`config.mk`:
```
export PLATFORM = sky130hd
export DESIGN_NAME = l2_arbiter_flat
export DESIGN_NICKNAME = d
export VERILOG_FILES = /design/src/rtl/l2_arbiter_if.sv /design/src/rtl/l2_arbiter.sv /design/src/flat_wrapper.sv
export SDC_FILE = /design/constraint.sdc
export NUM_CORES = 1
export LEC_CHECK = 0
export CORE_AREA = 2 2 275 277
export CTS_CLUSTER_SIZE = 14
export DETAILED_ROUTE_END_ITERATION = 6
export DIE_AREA = 0 0 277 279
export SETUP_SLACK_MARGIN = 0.05
export SYNTH_ARGS = -nofsm -noshare
export SYNTH_HDL_FRONTEND = slang
export SYNTH_SLANG_ARGS = --single-unit
```
`constraint.sdc`:
```
create_clock -name clk -period 21.9 [get_ports clk]
set_clock_uncertainty 0.2 [all_clocks]
set_input_delay 5.475 -clock clk [delete_from_list [all_inputs] [get_ports clk]]
set_output_delay 5.475 -clock clk [all_outputs]
set_load 0.03 [all_outputs]
```
`src/rtl/l2_arbiter_if.sv`:
```
// Bundle of the L1-side and L2-side signals around the L2 arbiter.
// Handshake: a client holds its read/write request until it sees a one-cycle resp pulse.
// The L2 strobe is held until l2_resp. Data on the rdata lines is valid with resp/l2_resp.
interface l2_arbiter_if #(
    parameter int ADDR_WIDTH = 16,
    parameter int LINE_WIDTH = 128
);
    logic [ADDR_WIDTH-1:0] icache_address;
    logic                  icache_read;
    logic [LINE_WIDTH-1:0] icache_rdata;
    logic                  icache_resp;

    logic [ADDR_WIDTH-1:0] dcache_address;
    logic [LINE_WIDTH-1:0] dcache_wdata;
    logic                  dcache_read;
    logic                  dcache_write;
    logic [LINE_WIDTH-1:0] dcache_rdata;
    logic                  dcache_resp;

    logic [ADDR_WIDTH-1:0] l2_address;
    logic [LINE_WIDTH-1:0] l2_wdata;
    logic                  l2_read;
    logic                  l2_write;
    logic [LINE_WIDTH-1:0] l2_rdata;
    logic                  l2_resp;

    modport slave (
        input  icache_address, icache_read,
        input  dcache_address, dcache_wdata, dcache_read, dcache_write,
        input  l2_rdata, l2_resp,
        output icache_rdata, icache_resp, dcache_rdata, dcache_resp,
        output l2_address, l2_wdata, l2_read, l2_write
    );

    modport master (
        output icache_address, icache_read,
        output dcache_address, dcache_wdata, dcache_read, dcache_write,
        output l2_rdata, l2_resp,
        input  icache_rdata, icache_resp, dcache_rdata, dcache_resp,
        input  l2_address, l2_wdata, l2_read, l2_write
    );
endinterface

```
`src/rtl/l2_arbiter.sv`:
```
// Two-client (I-cache / D-cache) arbiter in front of the L2 cache; one transaction at a time,
// request captured at grant, all outputs registered.
module l2_arbiter #(
    parameter int ADDR_WIDTH     = 16,
    parameter int LINE_WIDTH     = 128,
    parameter int FIXED_PRIORITY = 0
) (
    input  logic       clk,
    input  logic       reset,
    l2_arbiter_if.slave bus,
    output logic [1:0] state_dbg
);
    typedef enum logic [1:0] {IDLE = 2'd0, SERVE_I = 2'd1, SERVE_D = 2'd2, RESP = 2'd3} state_t;

    state_t state, state_next;
    logic   last_grant_d, last_grant_d_next;
    logic   i_req, d_req, grant_i, grant_d;

    logic [ADDR_WIDTH-1:0] l2_address_next;
    logic [LINE_WIDTH-1:0] l2_wdata_next, icache_rdata_next, dcache_rdata_next;
    logic                  l2_read_next, l2_write_next, icache_resp_next, dcache_resp_next;

    assign state_dbg = state;

    // On conflict D wins unless round-robin says I is owed the slot.
    always_comb begin
        i_req   = bus.icache_read;
        d_req   = bus.dcache_read | bus.dcache_write;
        grant_d = d_req && (!i_req || (FIXED_PRIORITY != 0) || !last_grant_d);
        grant_i = i_req && !grant_d;
    end

    always_ff @(posedge clk or posedge reset) begin
        if (reset) begin
            state        <= IDLE;
            last_grant_d <= 1'b0;
        end else begin
            state        <= state_next;
            last_grant_d <= last_grant_d_next;
        end
    end

    always_comb begin
        state_next = state;
        case (state)
            IDLE: begin
                if (grant_d)      state_next = SERVE_D;
                else if (grant_i) state_next = SERVE_I;
            end
            SERVE_I, SERVE_D: if (bus.l2_resp) state_next = RESP;
            RESP:             state_next = IDLE;
            default:          state_next = IDLE;
        endcase
    end

    always_comb begin
        l2_address_next   = bus.l2_address;
        l2_wdata_next     = bus.l2_wdata;
        l2_read_next      = bus.l2_read;
        l2_write_next     = bus.l2_write;
        icache_rdata_next = bus.icache_rdata;
        dcache_rdata_next = bus.dcache_rdata;
        icache_resp_next  = 1'b0;
        dcache_resp_next  = 1'b0;
        last_grant_d_next = last_grant_d;
        case (state)
            IDLE: begin
                if (grant_d) begin
                    // A simultaneous read+write is treated as a write.
                    l2_address_next   = {bus.dcache_address[ADDR_WIDTH-1:4], 4'h0};
                    l2_write_next     = bus.dcache_write;
                    l2_read_next      = !bus.dcache_write;
                    if (bus.dcache_write) l2_wdata_next = bus.dcache_wdata;
                    last_grant_d_next = 1'b1;
                end else if (grant_i) begin
                    l2_address_next   = {bus.icache_address[ADDR_WIDTH-1:4], 4'h0};
                    l2_read_next      = 1'b1;
                    l2_write_next     = 1'b0;
                    last_grant_d_next = 1'b0;
                end
            end
            SERVE_I: begin
                if (bus.l2_resp) begin
                    l2_read_next      = 1'b0;
                    l2_write_next     = 1'b0;
                    icache_rdata_next = bus.l2_rdata;
                    icache_resp_next  = 1'b1;
                end
            end
            SERVE_D: begin
                if (bus.l2_resp) begin
                    l2_read_next      = 1'b0;
                    l2_write_next     = 1'b0;
                    dcache_rdata_next = bus.l2_rdata;
                    dcache_resp_next  = 1'b1;
                end
            end
            default: ;
        endcase
    end

    always_ff @(posedge clk or posedge reset) begin
        if (reset) begin
            bus.l2_address   <= '0;
            bus.l2_wdata     <= '0;
            bus.l2_read      <= 1'b0;
            bus.l2_write     <= 1'b0;
            bus.icache_rdata <= '0;
            bus.dcache_rdata <= '0;
            bus.icache_resp  <= 1'b0;
            bus.dcache_resp  <= 1'b0;
        end else begin
            bus.l2_address   <= l2_address_next;
            bus.l2_wdata     <= l2_wdata_next;
            bus.l2_read      <= l2_read_next;
            bus.l2_write     <= l2_write_next;
            bus.icache_rdata <= icache_rdata_next;
            bus.dcache_rdata <= dcache_rdata_next;
            bus.icache_resp  <= icache_resp_next;
            bus.dcache_resp  <= dcache_resp_next;
        end
    end
endmodule

```
`src/flat_wrapper.sv`:
```
// flat-port wrapper written by rule: the top's interface ports become plain ports
module l2_arbiter_flat 
#(
    parameter int ADDR_WIDTH     = 16,
    parameter int LINE_WIDTH     = 128,
    parameter int FIXED_PRIORITY = 0
)
  (clk, reset, state_dbg, bus_icache_address, bus_icache_read, bus_dcache_address, bus_dcache_wdata, bus_dcache_read, bus_dcache_write, bus_l2_rdata, bus_l2_resp, bus_icache_rdata, bus_icache_resp, bus_dcache_rdata, bus_dcache_resp, bus_l2_address, bus_l2_wdata, bus_l2_read, bus_l2_write);
  l2_arbiter_if #(.ADDR_WIDTH(ADDR_WIDTH), .LINE_WIDTH(LINE_WIDTH)) bus_i ();
  input  logic clk;
  input  logic reset;
  output logic [1:0] state_dbg;
  input wire logic [$bits(bus_i.icache_address)-1:0] bus_icache_address;
  input wire logic [$bits(bus_i.icache_read)-1:0] bus_icache_read;
  input wire logic [$bits(bus_i.dcache_address)-1:0] bus_dcache_address;
  input wire logic [$bits(bus_i.dcache_wdata)-1:0] bus_dcache_wdata;
  input wire logic [$bits(bus_i.dcache_read)-1:0] bus_dcache_read;
  input wire logic [$bits(bus_i.dcache_write)-1:0] bus_dcache_write;
  input wire logic [$bits(bus_i.l2_rdata)-1:0] bus_l2_rdata;
  input wire logic [$bits(bus_i.l2_resp)-1:0] bus_l2_resp;
  output wire logic [$bits(bus_i.icache_rdata)-1:0] bus_icache_rdata;
  output wire logic [$bits(bus_i.icache_resp)-1:0] bus_icache_resp;
  output wire logic [$bits(bus_i.dcache_rdata)-1:0] bus_dcache_rdata;
  output wire logic [$bits(bus_i.dcache_resp)-1:0] bus_dcache_resp;
  output wire logic [$bits(bus_i.l2_address)-1:0] bus_l2_address;
  output wire logic [$bits(bus_i.l2_wdata)-1:0] bus_l2_wdata;
  output wire logic [$bits(bus_i.l2_read)-1:0] bus_l2_read;
  output wire logic [$bits(bus_i.l2_write)-1:0] bus_l2_write;
  assign bus_i.icache_address = bus_icache_address;
  assign bus_i.icache_read = bus_icache_read;
  assign bus_i.dcache_address = bus_dcache_address;
  assign bus_i.dcache_wdata = bus_dcache_wdata;
  assign bus_i.dcache_read = bus_dcache_read;
  assign bus_i.dcache_write = bus_dcache_write;
  assign bus_i.l2_rdata = bus_l2_rdata;
  assign bus_i.l2_resp = bus_l2_resp;
  assign bus_icache_rdata = bus_i.icache_rdata;
  assign bus_icache_resp = bus_i.icache_resp;
  assign bus_dcache_rdata = bus_i.dcache_rdata;
  assign bus_dcache_resp = bus_i.dcache_resp;
  assign bus_l2_address = bus_i.l2_address;
  assign bus_l2_wdata = bus_i.l2_wdata;
  assign bus_l2_read = bus_i.l2_read;
  assign bus_l2_write = bus_i.l2_write;
  l2_arbiter #(.ADDR_WIDTH(ADDR_WIDTH), .LINE_WIDTH(LINE_WIDTH), .FIXED_PRIORITY(FIXED_PRIORITY)) u_core (.clk(clk), .reset(reset), .bus(bus_i), .state_dbg(state_dbg));
endmodule
```
**Word-level counts from Yosys, hierarchy flattened**

Cells that the tools add are included.

- Bits in registers: 407
- Bits of input ports: 294

- Bitwise logic cells: 1
- Reductions and logical operators: 17
- Mux-type cells: 17
- Equality and inequality tests: 5

Operator list:

| kind | number |
|---|---|
| $mux W16 | 2 |
| $mux W1 | 9 |
| $reduce_and A2 Y1 | 4 |
| $mux W2 | 3 |
| $pmux W2 S3 | 1 |
| $reduce_and A3 Y1 | 2 |
| $eq A2 B2 Y1 const B | 2 |
| $logic_not A1 Y1 | 4 |
| $pmux W1 S2 | 2 |
| $reduce_bool A2 Y1 | 2 |
| $ne A3 B1 Y1 const B | 1 |
| $eq A2 B1 Y1 const B | 1 |
| $logic_and A1 B1 Y1 | 2 |
| $logic_not A2 Y1 | 1 |
| $ne A2 B1 Y1 const B | 1 |
| $reduce_or A2 Y1 | 1 |
| $logic_or A1 B1 Y1 | 1 |
| $or A1 B1 Y1 | 1 |

**Depth between registers and ports, before layout**

Gate-level depths: netlist of run 1.

- Depth in word-level cells: 8
- Gate-level depth with buffers: 7
- Gate-level depth less buffers: 5

**Worst setup path before layout of run 1**

Ideal clock, no wire load.

- Kind: input to register
- Start: input port bus_l2_resp
- End: register u_core.bus.dcache_rdata[31]
- Stages on the path: 5
- Buffers on the path: 2
- Library setup time: 125 ps
- Required time: 21575 ps
- Arrival time: 6406 ps
- Slack: 15170 ps
- Cells stage by stage: nand2_1 inv_2 buf_2 buf_4 mux2_2

- Cells in the longest elaborated chain, start to end: 1

Ends and longest elaborated chain:

| element | line | RTL |
|---|---|---|
| from (decl) | flat_wrapper.sv:20 | `input wire logic [$bits(bus_i.l2_resp)-1:0] bus_l2_resp;` |
| $reduce_and A2 Y1 (no line) | -- |  |
| to (signal assigned) | l2_arbiter.sv:118 | `bus.dcache_rdata <= dcache_rdata_next;` |
| to (decl) | l2_arbiter_if.sv:31 | `output icache_rdata, icache_resp, dcache_rdata, dcache_resp,` |

Every way passes these cells.
A chain may end at the register's enable or synchronous reset.

**Worst setup path after layout of run 1**

- Start: input port bus_icache_read
- End: register u_core.bus.l2_wdata[46]

- Cells in the longest elaborated chain, start to end: 4

Ends and longest elaborated chain:

| element | line | RTL |
|---|---|---|
| from (decl) | flat_wrapper.sv:14 | `input wire logic [$bits(bus_i.icache_read)-1:0] bus_icache_read;` |
| $logic_not A1 Y1 | l2_arbiter.sv:29 | `grant_d = d_req && (!i_req \|\| (FIXED_PRIORITY != 0) \|\| !last_grant_d);` |
| $logic_or A1 B1 Y1 | l2_arbiter.sv:29 |  |
| $logic_and A1 B1 Y1 | l2_arbiter.sv:29 |  |
| $reduce_and A3 Y1 (no line) | -- |  |
| to (signal assigned) | l2_arbiter.sv:114 | `bus.l2_wdata <= l2_wdata_next;` |
| to (decl) | l2_arbiter_if.sv:32 | `output l2_address, l2_wdata, l2_read, l2_write` |

Every way passes these cells.

==> flow_metrics.env, run 1 <==
export IMPL_status="completed"
export IMPL_required_ns=22.13
export IMPL_routedWlPerCell_um=18.5
export IMPL_syn_avg_cell_area_sq_um=16.8
export IMPL_drt_wl_total_um=48200
export IMPL_antenna_left=0
export IMPL_drc=0
export IMPL_cts_tree="built"
export IMPL_synth_edf_count=0
export IMPL_port_buffers=687
export IMPL_max_freq_ghz=0.123
export IMPL_path_cells="clkdlybuf4s50_1, a21boi_2, nand2_4, buf_4, mux2_2"
export IMPL_vdd_drop_max_v=0.0000848
export IMPL_area_growth_pct=61.5
export IMPL_cts_buffer_depth=3
export IMPL_cap_violations=0
export IMPL_final_area_sq_mm=0.0246
export IMPL_nNetsFinal=1900
export IMPL_reg2reg_slack_ns=18.48
export IMPL_syn_inst=903
export IMPL_die_w_um=277
export IMPL_setup_viol=0
export IMPL_hold_viol_final=0
export IMPL_cp_arrival_ns=8.36
export IMPL_p_leak_nw=10.1
export IMPL_critPathTopFamily="buffers and inverters"
export IMPL_max_stage_delay_ns=0.79
export IMPL_cts_resized=0
export IMPL_post_cts_buffers=0
export IMPL_fin_crit_ns=8.13
export IMPL_crit_path_max_fanout=67
export IMPL_grt_pass1_vias=11453
export IMPL_cp_slowest_cell="buf_4"
export IMPL_antenna_found_initial=4
export IMPL_holdBufCountCts=0
export IMPL_r2r_end="u_core.bus.icache_rdata[13]$_DFFE_PP0P_"
export IMPL_r2r_start="u_core.state_dbg[1]$_DFFE_PP0P_"
export IMPL_clkLatencyLatePin_ns=0.56
export IMPL_gr_total_overflow=0
export IMPL_root_buffer="clkbuf_16"
export IMPL_h_tree_depth=2
export IMPL_ys_seq_area_frac=0.663
export IMPL_yosys_warnings=0
export IMPL_first_iter_violations=309
export IMPL_dpl_cell_area_sq_mm=0.0231
export IMPL_cts_buffers=45
export IMPL_worstSetupEndpointType="flop"
export IMPL_ios=700
export IMPL_dp_hpwl_um=35800
export IMPL_syn_area_sq_mm=0.0152
export IMPL_rsz0062_at_grt="no"
export IMPL_drive_above_1_share=0.288
export IMPL_die_area_sq_mm=0.0773
export IMPL_fp_coreArea_sq_mm=0.0741
export IMPL_min_from="u_core.bus.l2_address[4]$_DFFE_PP0P_"
export IMPL_die_y_um=279
export IMPL_crit_type="primary input to flop"
export IMPL_powerDensity_mw_per_mm2=177
export IMPL_min_period_over_period=0.371
export IMPL_track_usage=0.122
export IMPL_grt_pass1_wl_um=72100
export IMPL_holdPathEnd="u_core.bus.l2_address[4]$_DFFE_PP0P_"
export IMPL_drv_slew=0
export IMPL_holdPathStages=2
export IMPL_worst_r2r_cell_count=5
export IMPL_firstDrtPassIters=4
export IMPL_worst_slew_pin_slew_ns=1.10
export IMPL_place_congestion=0.796
export IMPL_relSlewSlack=0.261
export IMPL_grt_max_degree=145
export IMPL_cts_sinks=403
export IMPL_async_flop_share=1.00
export IMPL_tns_ns=0
export IMPL_synth_seq_cells=403
export IMPL_worst_path_buf_inv=2
export IMPL_synthDistinctLibCells=21
export IMPL_rows=100
export IMPL_synth_flop_cell="dfrtp_1"
export IMPL_viasPerCell=3.90
export IMPL_path_clk_slew_ns=0.06
export IMPL_start_util=0.205
export IMPL_critPathLaunchType="primary input"
export IMPL_worstHoldPathType="flop to flop"
export IMPL_report_power_total_mw=4.36
export IMPL_vias=10168
## per-stage QoR
| step | utilization | setup WS (ns) | hold WS [ns] | std cells |
|---|---|---|---|---|
| floorplan | - | 5.02 | 0.311 | 906 |
| global placement | 0.312 | 13.06 | 0.271 | 2523 |
| detailed placement | 0.312 | 13.02 | 0.277 | 2523 |
| CTS | 0.332 | 13.65 | 0.294 | 2603 |
| global route | 0.332 | 13.27 | 0.312 | 2606 |
| finish | 0.332 | 13.77 | 0.287 | 2606 |
## cell type report
class / instances / area (sq um)
fillers: 7255 / 49500
diodes: 3 / 7.51
clock inverters: 11 / 111
multi-input cells: 449 / 4790
well taps: 969 / 1210
flip-flops and latches: 403 / 10100
inverters: 7 / 36.3
clock buffers: 69 / 1370
repair buffers: 695 / 6950
## logic make-up (layout without fill, tap and decap cells)
family / Yosys count / after routing / share of synthesized area
adder cells (fa/ha/maj): 5 / 5 / 0.00411
multiplexers: 402 / 402 / 0.296
AND/OR/NAND/NOR: 20 / 20 / 0.00518
AO/OA/AOI/OAI: 18 / 18 / 0.00732
other: 1 / 7 / 0.000247
flip-flops: 403 / 403 / 0.663
buffers and inverters: 54 / 782 / 0.0236
## report_power, final
part | internal, mW | switching [mW]
Sequential | 1.13 | 0.203
Combinational | 1.04 | 1.24
Clock | 0.452 | 0.302
Total | 2.62 | 1.74
## synth_stat cells, types with 5 or more instances
cell     instances  area share
inv_1            5      0.0012
mux2i_1         16       0.011
nand2_1         17      0.0042
buf_2           26      0.0086
mux2_2         386        0.29
ha_1             5      0.0041
buf_6           12      0.0089
dfrtp_1        403        0.66
buf_4            9      0.0044
o21ai_0         13      0.0043
## worst register-to-register path, stage by stage (launching register included)
cell and delay (ns):
dfrtp_1 0.42, inv_1 0.11, ha_1 0.22, nand2_4 0.64, clkinv_1 1.09, mux2_2 0.62
## layout by cell type (no fill, tap or decap), drive strengths merged
| cell | synthesis | final |
|---|---|---|
| nand2 | 17 | 17 |
| a211oi | 1 | 1 |
| buf | 47 | 8 |
| bufinv | 0 | 2 |
| dfrtp | 403 | 403 |
| clkinvlp | 0 | 1 |
| nor2b | 1 | 1 |
| nor3 | 1 | 1 |
| clkbuf | 0 | 69 |
| ha | 5 | 5 |
| o21ai | 13 | 13 |
| mux2 | 386 | 386 |
| conb | 1 | 4 |
| a21oi | 1 | 1 |
| nor2 | 1 | 1 |
| mux2i | 16 | 16 |
| clkdlybuf4s50 | 0 | 687 |
| clkinv | 1 | 8 |
| o31ai | 1 | 1 |
| a21boi | 1 | 1 |
| inv | 6 | 7 |
| o2bb2ai | 1 | 1 |
| diode | 0 | 3 |
## layer usage
metal / global-route usage / up-vias / wire [um]
met5: 0 / - / 11
met4: 0.0436 / 2 / 1390
met3: 0.0381 / 78 / 3480
met2: 0.226 / 386 / 25900
met1: 0.129 / 5120 / 17500
li1: - / 4582 / -
## how the worst max path moves through the flow
stage / from / slack [ns] / end / depth (start not counted)
finish: bus_icache_read / 13.77 / u_core.bus.l2_wdata[46]$_DFFE_PP0P_ / 5
global route: reset / 13.27 / u_core.bus.dcache_rdata[108]$_DFFE_PP0P_ / 4
CTS: bus_l2_resp / 13.65 / u_core.bus.icache_rdata[13]$_DFFE_PP0P_ / 4
detailed placement: bus_l2_resp / 13.02 / u_core.bus.icache_rdata[16]$_DFFE_PP0P_ / 4
global placement: bus_l2_resp / 13.06 / u_core.bus.icache_rdata[1]$_DFFE_PP0P_ / 4
floorplan: reset / 5.02 / u_core.bus.dcache_rdata[0]$_DFFE_PP0P_ / 1
## sequential cells by signal, summed over array words and instances (netlist names)
register                 flops
u_core.bus.l2_write          1
u_core.bus.l2_wdata        128
u_core.bus.dcache_resp       1
u_core.state_dbg             2
u_core.bus.dcache_rdata    128
u_core.bus.l2_address       12
u_core.last_grant_d          1
u_core.bus.icache_resp       1
u_core.bus.l2_read           1
u_core.bus.icache_rdata    128
No activity file was read; power rests on OpenSTA's default activity.
==> run 2: changes to the inputs <==
CORE_AREA = 2 2 272 274   (was 2 2 275 277)
DIE_AREA = 0 0 274 276   (was 0 0 277 279)
clock period = 6.8 ns   (was 21.9 ns; I/O delays follow)
==> run 2 against run 1 <==
Critical path depth unchanged. Critical path type unchanged. Clock power rose to 3.2 times the previous value. Largest power group unchanged. Largest cell class unchanged. Core utilization rose by 0.77 points. Worst hold slack got worse by 0.0094 ns.
==> flow_metrics.env, run 2 (synthesis results as in run 1) <==
export IMPL_critPathLaunchType="primary input"
export IMPL_top_regs="u_core.bus.dcache_rdata x128, u_core.bus.icache_rdata x128, u_core.bus.l2_wdata x128"
export IMPL_fp_coreArea_sq_mm=0.0726
export IMPL_grt_pass1_vias=11161
export IMPL_setup_viol=0
export IMPL_worstHoldPathType="flop to flop"
export IMPL_die_w_um=274
export IMPL_dp_hpwl_um=35400
export IMPL_fin_crit_ns=4.09
export IMPL_drt_wl_total_um=47400
export IMPL_first_iter_violations=257
export IMPL_area_growth_pct=62.0
export IMPL_viasPerCell=3.92
export IMPL_die_y_um=276
export IMPL_holdBufCountCts=0
export IMPL_min_period_over_period=0.601
export IMPL_dpl_cell_area_sq_mm=0.0231
export IMPL_rows=99
export IMPL_final_area_sq_mm=0.0246
export IMPL_crit_type="primary input to flop"
export IMPL_max_freq_ghz=0.245
export IMPL_antenna_left=0
export IMPL_cp_arrival_ns=4.32
export IMPL_firstDrtPassIters=4
export IMPL_cts_buffers=46
export IMPL_drive_above_1_share=0.290
export IMPL_vdd_drop_max_v=0.000283
export IMPL_crit_path_max_fanout=44
export IMPL_cap_violations=0
export IMPL_cts_tree="built"
export IMPL_final_cell_mix="clkdlybuf4s50_1, dfrtp_1, mux2_2"
export IMPL_worstSetupEndpointType="flop"
export IMPL_p_leak_nw=10.1
export IMPL_grt_max_degree=160
export IMPL_vias=10214
export IMPL_required_ns=7.03
export IMPL_worst_slew_pin_slew_ns=1.12
export IMPL_nNetsFinal=1907
export IMPL_post_cts_buffers=0
export IMPL_cts_sinks=403
export IMPL_n_fill_cell=7148
export IMPL_cts_resized=0
export IMPL_h_tree_depth=2
export IMPL_tns_ns=0
export IMPL_clkLatencyLatePin_ns=0.56
export IMPL_track_usage=0.122
export IMPL_relSlewSlack=0.249
export IMPL_hold_viol_final=0
export IMPL_final_common_cell="clkdlybuf4s50_1"
export IMPL_status="completed"
export IMPL_gr_total_overflow=0
export IMPL_place_congestion=0.801
export IMPL_routedWlPerCell_um=18.2
export IMPL_die_area_sq_mm=0.0756
export IMPL_port_buffers=687
export IMPL_cts_buffer_depth=3
export IMPL_start_util=0.210
export IMPL_powerDensity_mw_per_mm2=571
export IMPL_drc=0
export IMPL_root_buffer="clkbuf_16"
export IMPL_path_clk_slew_ns=0.06
export IMPL_drv_slew=0
export IMPL_rsz0062_at_grt="no"
export IMPL_grt_pass1_wl_um=70900
export IMPL_antenna_found_initial=3
export IMPL_ios=700
==> run 2: cell types whose count changed in the layout (fill, tap and decap cells not counted), sizes merged <==
cell / before / now
diode: 3 / 1
inv: 7 / 6
clkinv: 8 / 9
clkbuf: 69 / 71
clkinvlp: 1 / 3
buf: 8 / 14
==> run 2: path summary, 6_finish.rpt <==
kind                                                       start                                       to  slack (ns)  cells past startpoint
max in group asynchronous                                  reset  u_core.bus.dcache_rdata[31]$_DFFE_PP0P_        3.78                      3
min in group asynchronous                                  reset      u_core.bus.l2_wdata[60]$_DFFE_PP0P_        1.36                      2
hold reg to reg            u_core.bus.l2_address[13]$_DFFE_PP0P_    u_core.bus.l2_address[13]$_DFFE_PP0P_        0.28                      2
setup reg to reg                 u_core.state_dbg[1]$_DFFE_PP0P_  u_core.bus.icache_rdata[22]$_DFFE_PP0P_        3.64                      6
setup / recovery                                     bus_l2_resp  u_core.bus.icache_rdata[22]$_DFFE_PP0P_        2.71                      5
hold / removal             u_core.bus.l2_address[13]$_DFFE_PP0P_    u_core.bus.l2_address[13]$_DFFE_PP0P_        0.28                      2
==> run 2: per-layer routing <==
metal | wire (um) | track usage | vias to the layer above
met4 | 1560 | 0.0436 | 4
li1 | - | - | 4594
met3 | 3800 | 0.0375 | 91
met1 | 17200 | 0.130 | 5130
met5 | 27 | 0 | -
met2 | 24900 | 0.223 | 395
==> run 2: layout make-up <==
class / count / area (sq um) / share of cell area
clock inverters: 13 / 128 / 0.00518
repair buffers: 701 / 7030 / 0.285
diodes: 1 / 2.50 / 0.000102
inverters: 7 / 32.5 / 0.00132
clock buffers: 71 / 1360 / 0.0551
multi-input cells: 449 / 4790 / 0.195
flip-flops and latches: 403 / 10100 / 0.409
well taps: 959 / 1200 / 0.0487
==> run 2: power by group <==
part | switching, mW | internal, mW | leakage, nW
registers | 0.672 | 3.63 | 4.78
clock network | 0.988 | 1.45 | 0.726
logic | 3.96 | 3.35 | 4.60
==> run 2: worst max-delay path: stages <==
cell,delay (ns)
clkdlybuf4s50_1,0.49
nand2_4,0.40
buf_4,0.57
buf_4,0.64
mux2_2,0.41
==> run 2: stage by stage <==
step	hold WS (ns)	util	std cells	worst slack, ns	total power [mW]
after floorplan	0.311	-	906	-0.528	8.41
after global placement	0.268	0.319	2519	2.17	11.6
after detailed placement	0.270	0.319	2519	2.14	11.7
after CTS	0.284	0.339	2603	2.73	14.3
after global routing	0.307	0.339	2604	2.61	14.7
final	0.277	0.339	2604	2.71	14.1
==> run 3: changes to the inputs <==
clock period = 3.75 ns   (was 6.8 ns; I/O delays follow)
==> run 3 against run 2 <==
Core utilization up 0.32 points. Non-clock buffer count grew 13. Final area up 0.93%. Cell count is 0.31% higher. Worst setup slack lost 1.8 ns. Sequential power up 81%. Sequential share of layout area fell by 0.38 points. Die area did not move. Clock power rose by 88%. Flip-flop and latch count is the same. Global-route usage hardly changed. Worst hold slack gained 0.0084 ns. Critical path type is now flop to output port. Critical endpoint is now state_dbg[0]. Largest power group unchanged.
==> flow_metrics.env, run 3 (synthesis results as in run 1) <==
export IMPL_status="completed"
export IMPL_max_freq_ghz=0.348
export IMPL_critical_path_startpoint="u_core.state_dbg[0]$_DFFE_PP0P_"
export IMPL_port_buffers=687
export IMPL_antenna_found_initial=1
export IMPL_report_power_total_mw=25.7
export IMPL_place_congestion=0.813
export IMPL_reg2reg_slack_ns=1.26
export IMPL_cts_resized=0
export IMPL_cp_arrival_ns=1.74
export IMPL_drv_slew=0
export IMPL_post_cts_buffers=0
export IMPL_p_leak_nw=10.2
export IMPL_rsz0062_at_grt="no"
export IMPL_vias=10247
export IMPL_path_clk_slew_ns=0.06
export IMPL_area_growth_pct=63.5
export IMPL_worst_path_buf_inv=1
export IMPL_antenna_left=0
export IMPL_cts_buffers=45
export IMPL_gr_total_overflow=0
export IMPL_path_depth=1
export IMPL_track_usage=0.121
export IMPL_fin_crit_ns=2.88
export IMPL_ios=700
export IMPL_r2r_end="u_core.bus.icache_rdata[16]$_DFFE_PP0P_"
export IMPL_relSlewSlack=0.360
export IMPL_cts_tree="built"
export IMPL_cp_slowest_cell="clkdlybuf4s50_1"
export IMPL_final_cell_mix="clkdlybuf4s50_1, dfrtp_1, mux2_2"
export IMPL_drc=0
export IMPL_worst_r2r_cell_count=5
export IMPL_drt_wl_total_um=47400
export IMPL_grt_pass1_vias=11227
export IMPL_nNetsFinal=1919
export IMPL_die_area_sq_mm=0.0756
export IMPL_critPathLaunchType="flop"
export IMPL_vdd_drop_max_v=0.000567
export IMPL_crit_end="state_dbg[0]"
export IMPL_die_y_um=276
export IMPL_dp_hpwl_um=36100
export IMPL_start_util=0.210
export IMPL_top_regs="u_core.bus.dcache_rdata x128, u_core.bus.icache_rdata x128, u_core.bus.l2_wdata x128"
export IMPL_pre_cts_ws_ns=0.442
export IMPL_crit_path_max_fanout=4
export IMPL_required_ns=2.61
export IMPL_min_period_over_period=0.767
export IMPL_first_iter_violations=304
export IMPL_max_stage_delay_ns=0.74
export IMPL_die_w_um=274
export IMPL_crit_type="flop to output port"
export IMPL_cap_violations=0
export IMPL_holdBufCountCts=0
export IMPL_final_util=0.342
export IMPL_worst_slew_pin_slew_ns=0.954
export IMPL_h_tree_depth=2
export IMPL_viasPerCell=3.92
export IMPL_critPathTopFamily="buffers and inverters"
export IMPL_rows=99
export IMPL_finalWorstSetupSlack_ns=0.873
export IMPL_r2r_start="u_core.state_dbg[1]$_DFFE_PP0P_"
export IMPL_clkLatencyLatePin_ns=0.56
export IMPL_final_common_cell="clkdlybuf4s50_1"
export IMPL_cts_sinks=403
export IMPL_path_cells="clkdlybuf4s50_1"
export IMPL_worstSetupEndpointType="output port"
export IMPL_worstHoldPathType="flop to flop"
export IMPL_hold_viol_final=0
export IMPL_firstDrtPassIters=4
export IMPL_root_buffer="clkbuf_16"
export IMPL_drive_above_1_share=0.296
export IMPL_grt_max_degree=106
export IMPL_grt_pass1_wl_um=71000
export IMPL_routedWlPerCell_um=18.1
export IMPL_powerDensity_mw_per_mm2=1030
export IMPL_setup_viol=0
export IMPL_cts_buffer_depth=3
export IMPL_fp_coreArea_sq_mm=0.0726
## run 3: cell count changes in the layout (fill, tap and decap cells not counted), sizes merged
cell / change
buf: +13
bufinv: +3
clkbuf: -4
clkinv: -2
clkinvlp: -2
## run 3: tightest hold or removal path, stage by stage (launching register included)
cell     delay [ns]
dfrtp_1        0.35
nand2_1        0.05
o21ai_0        0.06
## run 3: worst min-delay path by stage
stage,startpoint,end,slack (ns),cells past startpoint
3_3_place_gp,u_core.bus.l2_address[8]$_DFFE_PP0P_,u_core.bus.l2_address[8]$_DFFE_PP0P_,0.27,2
3_5_place_dp,u_core.bus.l2_address[4]$_DFFE_PP0P_,u_core.bus.l2_address[4]$_DFFE_PP0P_,0.27,2
4_1_cts,u_core.bus.l2_address[7]$_DFFE_PP0P_,u_core.bus.l2_address[7]$_DFFE_PP0P_,0.29,2
2_1_floorplan,u_core.last_grant_d$_DFFE_PP0P_,u_core.last_grant_d$_DFFE_PP0P_,0.31,2
5_1_grt,u_core.bus.icache_rdata[40]$_DFFE_PP0P_,u_core.bus.icache_rdata[40]$_DFFE_PP0P_,0.31,1
6_report,u_core.bus.l2_address[4]$_DFFE_PP0P_,u_core.bus.l2_address[4]$_DFFE_PP0P_,0.29,2
## run 3: final cells by class
type / count / area [sq um]
flip-flops and latches: 403 / 10100
clock inverters: 12 / 189
repair buffers: 714 / 7200
clock buffers: 67 / 1350
diodes: 1 / 2.50
well taps: 959 / 1200
inverters: 7 / 32.5
fillers: 7032 / 47700
multi-input cells: 449 / 4790
## run 3: power breakdown
part | internal (mW) | switching [mW]
logic | 6.13 | 7.22
registers | 6.59 | 1.19
clock network | 2.82 | 1.75
total | 15.5 | 10.2
## run 3: per-stage QoR
stage / std cells / instance area [sq um] / hold slack, ns / setup TNS, ns
final: 2612 / 24900 / 0.286 / 0
after floorplan: 906 / 15200 / 0.311 / -1134.54
after global placement: 2532 / 23300 / 0.271 / 0
after global routing: 2611 / 24900 / 0.312 / 0
after detailed placement: 2532 / 23300 / 0.274 / 0
after CTS: 2611 / 24900 / 0.291 / 0
## run 3: per-layer routing
layer	up-vias	track usage	share of wire
met5	-	0	0
met4	0	0.0392	0.027
met3	69	0.0352	0.077
met2	390	0.224	0.53
met1	5155	0.132	0.37
li1	4633	-	-
